File: src/rtl/down_counter_timer_pkg.sv
// rtl/down_counter_timer_pkg.sv - shared constants for the down counter/timer
//
// Purpose:
//   Holds the FSM state encoding and the default counter width. The timer
//   top and its count register both import this package.
//
// Contents:
//   DEFAULT_WIDTH  default counter/load width (legal 2..16)
//   ST_IDLE        never loaded, or loaded with zero
//   ST_RUN         counting down
//   ST_DONE        one-shot run has expired
//   is_run         helper that decodes the RUN state
package down_counter_timer_pkg;

  localparam int DEFAULT_WIDTH = 4;

  // Plain 2-bit constants so the encoding stays fixed for netlists and
  // tooling that expect these exact codes.
  localparam logic [1:0] ST_IDLE = 2'b00;
  localparam logic [1:0] ST_RUN  = 2'b01;
  localparam logic [1:0] ST_DONE = 2'b10;

  function automatic logic is_run(input logic [1:0] st);
    return (st == ST_RUN);
  endfunction

endpackage

File: src/rtl/down_counter_timer_down_count_reg.sv
// rtl/down_counter_timer_down_count_reg.sv - count and reload registers for the timer
//
// Purpose:
//   WIDTH-bit count register plus the reload register that remembers the
//   last loaded value. The FSM in the top decides which operation applies
//   on each edge; this block only executes it.
//
// Ports:
//   clock         system clock, all updates on posedge
//   reset         synchronous active-high reset, clears count and reload_reg
//   load          load load_value into count and reload_reg
//   load_value    value to load
//   reload        copy reload_reg into count (periodic expiry)
//   clear         force count to zero (one-shot expiry)
//   decrement     count <= count - 1 (never applied at zero)
//   count         current count, registered
//   count_is_one  combinational, count == 1
module down_count_reg
  import down_counter_timer_pkg::*;
#(
  parameter int WIDTH = DEFAULT_WIDTH
) (
  input  logic             clock,
  input  logic             reset,
  input  logic             load,
  input  logic [WIDTH-1:0] load_value,
  input  logic             reload,
  input  logic             clear,
  input  logic             decrement,
  output logic [WIDTH-1:0] count,
  output logic             count_is_one
);

  localparam logic [WIDTH-1:0] ONE = {{(WIDTH-1){1'b0}}, 1'b1};

  logic [WIDTH-1:0] reload_reg;
  logic             count_is_zero;

  assign count_is_one  = (count == ONE);
  assign count_is_zero = (count == '0);

  always_ff @(posedge clock) begin
    if (reset) begin
      count      <= '0;
      reload_reg <= '0;
    end else if (load) begin
      count      <= load_value;
      reload_reg <= load_value;
    end else if (reload) begin
      count <= reload_reg;
    end else if (clear) begin
      count <= '0;
    end else if (decrement && !count_is_zero) begin
      // The zero guard keeps the counter from wrapping to all-ones even if
      // the controller ever asks for a decrement it should not.
      count <= count - ONE;
    end
  end

endmodule

File: src/rtl/down_counter_timer.sv
// rtl/down_counter_timer.sv - programmable down counter/timer with one-shot and periodic modes
//
// Purpose:
//   Counts down from a loaded value while enable is high and emits a
//   one-cycle terminal-count pulse on the edge the count leaves 1. In
//   periodic mode the count restarts from the last loaded value, giving a
//   divider whose period is exactly that value in enabled cycles.
//
// Ports:
//   clock        system clock, all state updates on posedge
//   reset        synchronous active-high reset
//   load         load load_value into count and reload register (any state)
//   load_value   start/reload value
//   enable       decrement qualifier; count holds when low
//   auto_reload  1 = periodic, 0 = one-shot; sampled at the expiry edge
//   count        current count, registered
//   zero         combinational, count == 0
//   tc_pulse     registered terminal-count pulse, one cycle wide
//   running      registered, high while the FSM is in RUN
module down_counter_timer
  import down_counter_timer_pkg::*;
#(
  parameter int WIDTH = DEFAULT_WIDTH
) (
  input  logic             clock,
  input  logic             reset,
  input  logic             load,
  input  logic [WIDTH-1:0] load_value,
  input  logic             enable,
  input  logic             auto_reload,
  output logic [WIDTH-1:0] count,
  output logic             zero,
  output logic             tc_pulse,
  output logic             running
);

  logic [1:0] state;
  logic [1:0] state_next;
  logic       count_is_one;
  logic       in_run;
  logic       expire;
  logic       do_reload;
  logic       do_clear;
  logic       do_decrement;

  assign in_run = is_run(state);

  // Expiry only happens without a competing load; load wins the edge and
  // suppresses the pulse.
  assign expire       = in_run && enable && count_is_one && !load;
  assign do_reload    = expire && auto_reload;
  assign do_clear     = expire && !auto_reload;
  assign do_decrement = in_run && enable && !count_is_one && !load;

  always_comb begin
    state_next = state;
    if (load) begin
      state_next = (load_value != '0) ? ST_RUN : ST_IDLE;
    end else if (do_clear) begin
      state_next = ST_DONE;
    end
  end

  always_ff @(posedge clock) begin
    if (reset) begin
      state    <= ST_IDLE;
      tc_pulse <= 1'b0;
      running  <= 1'b0;
    end else begin
      state    <= state_next;
      tc_pulse <= expire;
      // running is registered next to state so it never glitches.
      running  <= is_run(state_next);
    end
  end

  down_count_reg #(
    .WIDTH(WIDTH)
  ) u_count_reg (
    .clock       (clock),
    .reset       (reset),
    .load        (load),
    .load_value  (load_value),
    .reload      (do_reload),
    .clear       (do_clear),
    .decrement   (do_decrement),
    .count       (count),
    .count_is_one(count_is_one)
  );

  assign zero = (count == '0);

endmodule

File: config.mk
export PLATFORM = sky130hd
export DESIGN_NAME = down_counter_timer
export DESIGN_NICKNAME = d
export VERILOG_FILES = /design/src/rtl/down_counter_timer_pkg.sv /design/src/rtl/down_counter_timer_down_count_reg.sv /design/src/rtl/down_counter_timer.sv
export SDC_FILE = /design/constraint.sdc
export NUM_CORES = 1
export LEC_CHECK = 0
export BUFFER_PORTS_ARGS = -buffer_cell sky130_fd_sc_hd__clkbuf_2
export CORE_MARGIN = 1.5
export CORE_UTILIZATION = 35
export CTS_CLUSTER_DIAMETER = 40
export DETAILED_ROUTE_END_ITERATION = 12
export PLACE_DENSITY = 0.59
export SYNTH_ARGS = -nofsm -noshare
export SYNTH_HDL_FRONTEND = slang
export SYNTH_HIERARCHICAL = 1
export SYNTH_SLANG_ARGS = --single-unit
File: constraint.sdc
create_clock -name clock -period 2.28 [get_ports clock]
set_input_delay 0.342 -clock clock [delete_from_list [all_inputs] [get_ports clock]]
set_output_delay 0.342 -clock clock [all_outputs]
set_load 0.005 [all_outputs]
==> results.md <==
- Syn Inst Count: 74
- Post-synthesis area per instance: 9.23 um^2
- Hold Crit Class: in2reg
- Min cycle time layout: 2120 ps
- Die W: 47.2 um
- EDFF count, synth: 0
- Min Hold Slack: 336 ps
- Die height: 47.2 um
- DRC viols: 0
- DP Wirelength: 1.11 mm
- Worst-path clk slew: 70 ps
- Startpoint types: flip-flop
- Antenna Nets Post-Route: 0
- Power Density: 558 mW/mm^2
- CTS tree: yes
- Area Growth Syn to Fin: 24.7%
- Root buf cell: clkbuf_4
- Ports: 16
- Core area: 0.00178 mm^2
- Total track usage: 0.167
- Crit-path max FO: 6
- Gr ovfl total: 0
- Most common flop cell mapped by yosys: dfxtp_1
- Hold Fails Final Rpt: 0
- DP Cell Count: 116
- Setup Viol. Count Final: 0
- Clock Skews: 1.25 ps
- Share of cells above drive strength 1: 0.362
- Final core occ: 0.478
- Row Count: 15
- Drt wl/cell: 13.5 um
- Synth warn: 6
- CTS HTree Levels: 1
- Clk sinks: 12
- Worst slew pin tran: 506 ps
- Clock Latency Late Sink: 270 ps
- Slew HR: 0.660
- Overall power: 476 uW
- Max-cap check violation count: 0
- Post-synthesis net count: 86
- Final period utilization: 0.928
- Final WL: 1.61 mm
- Fmax achieved: 0.472 GHz
- DR iter-0 viols: 33
- Hold buffers post-CTS: 0
- Synth Register Bits: 12
- Distinct cells, synth: 35
- Inserted Diodes: 0
- Fill cell instance count of the final layout: 182
- Nets: 108
- Layout Cells excl Fill: 119
- Vias per std cell: 5.34
- Vias in the first global route: 563
- Initial antenna violation count: 0
- Number of buffers created by CTS: 3
- First-pass GRT wire length: 2.50 mm
- Pin count of the biggest net entering global routing: 18
- Worst IR drop on VDD: 0.213 mV
- Post-Syn Area: 683 um^2
- Routability Congestion: 0.750
- Kind of end point of the critical path: flip-flop
- Leakage: 0.000361 uW
- Max-slew violations: 0
- Total number of vias: 635
- Asr flop ratio synth: 0
- Clock buffer depth: 2
- Die area: 0.00223 mm^2
- Outcome: complete, no violations
- Critical setup path kind: reg2reg
- Initial Util: 0.383
- Crit path DAT: 2320 ps
- WP data required: 2480 ps
- Input/output buffers: 15
- Drt first pass iters: 4
- Post-synthesis sequential area ratio: 0.352
==> metrics by stage <==
stage                     cell area [um^2]  setup slack (ps)  setup TNS [ps]
after floorplan                        683               202               0
after global placement                 813               104               0
after detailed placement               813              47.1               0
after CTS                              841               182               0
after global routing                   852             -8.34           -8.34
final                                  852               163               0
==> critical path: stages, from the launching register on <==
cell	delay (ps)
dfxtp_1	350
inv_1	120
ha_1	170
nor3b_4	260
nand2_1	160
nor3_1	230
nor3_1	130
a21boi_4	180
a211o_2	330
a21oi_1	140
==> metal layers <==
layer	vias up	wire length (um)	global-route usage
li1	319	-	-
met1	287	799	0.226
met2	23	700	0.244
met3	6	67	0.0231
met4	0	40	0.117
met5	-	0	0
==> cell usage after synthesis (all sizes together) (2+ instances only) <==
master | count | area share
inv | 5 | 0.027
nor3 | 7 | 0.051
or3b | 4 | 0.059
nor4 | 2 | 0.018
nor2 | 3 | 0.016
nand2 | 4 | 0.022
nor3b | 3 | 0.040
mux2i | 2 | 0.029
a211oi | 2 | 0.022
dfxtp | 12 | 0.35
nand3 | 2 | 0.015
a211o | 2 | 0.029
buf | 3 | 0.020
a21oi | 4 | 0.029
ha | 3 | 0.055
==> area by class of cell <==
class	instances	area, um^2	area share
repair buffers	20	113	0.132
flip-flops and latches	12	240	0.282
inverters	5	18.8	0.0220
clock buffers	3	22.5	0.0264
well taps	25	31.3	0.0367
multi-input cells	54	427	0.501
==> cell usage in the layout (no fill, tap or decap), types with 2 or more instances in the layout <==
cell      synthesis  layout
nor2_1            3       3
clkbuf_2          0      15
a211o_2           2       2
clkbuf_4          0       3
nor4_1            2       2
or3b_4            2       2
nand2_1           4       4
buf_4             0       5
dfxtp_1          12      12
mux2i_1           2       2
a21oi_1           4       4
a211oi_1          2       2
nand3_1           2       2
ha_1              3       3
inv_1             5       5
nor3_1            7       6
==> cell families (layout without fill, tap and decap cells) <==
kind of cell             count (synthesis)  after routing  synth area share
multiplexers                             2              2            0.0293
AND/OR/NAND/NOR                         32             32             0.302
buffers and inverters                    8             28            0.0476
adder cells (fa/ha/maj)                  3              3            0.0550
AO/OA/AOI/OAI                           17             17             0.214
flip-flops                              12             12             0.352
==> repair_timing <==
item | 4_1_cts | 5_1_grt
gates cloned | 0 | 0
endpoints found under the setup margin | 1 | 2
buffers inserted | 0 | 0
resized for setup | 1 | 2
==> final timing paths <==
check                                                from                        end  slack [ps]  cells after the start
worst min register to register  u_count_reg/reload_reg[2]  u_count_reg/reload_reg[2]         480                      2
worst max register to register       u_count_reg/count[1]       u_count_reg/count[1]         160                      9
worst min-delay path                          auto_reload                   state[1]         340                      2
worst max-delay path                 u_count_reg/count[1]       u_count_reg/count[1]         160                      9
==> power breakdown <==
part	switching [uW]	internal (uW)	total, uW	leakage [uW]
combinational	56.1	56.7	113	0.000249
sequential	10.8	222	233	0.0000989
clock	68.7	61.2	130	0.0000138
No activity file was read; power rests on OpenSTA's default activity.
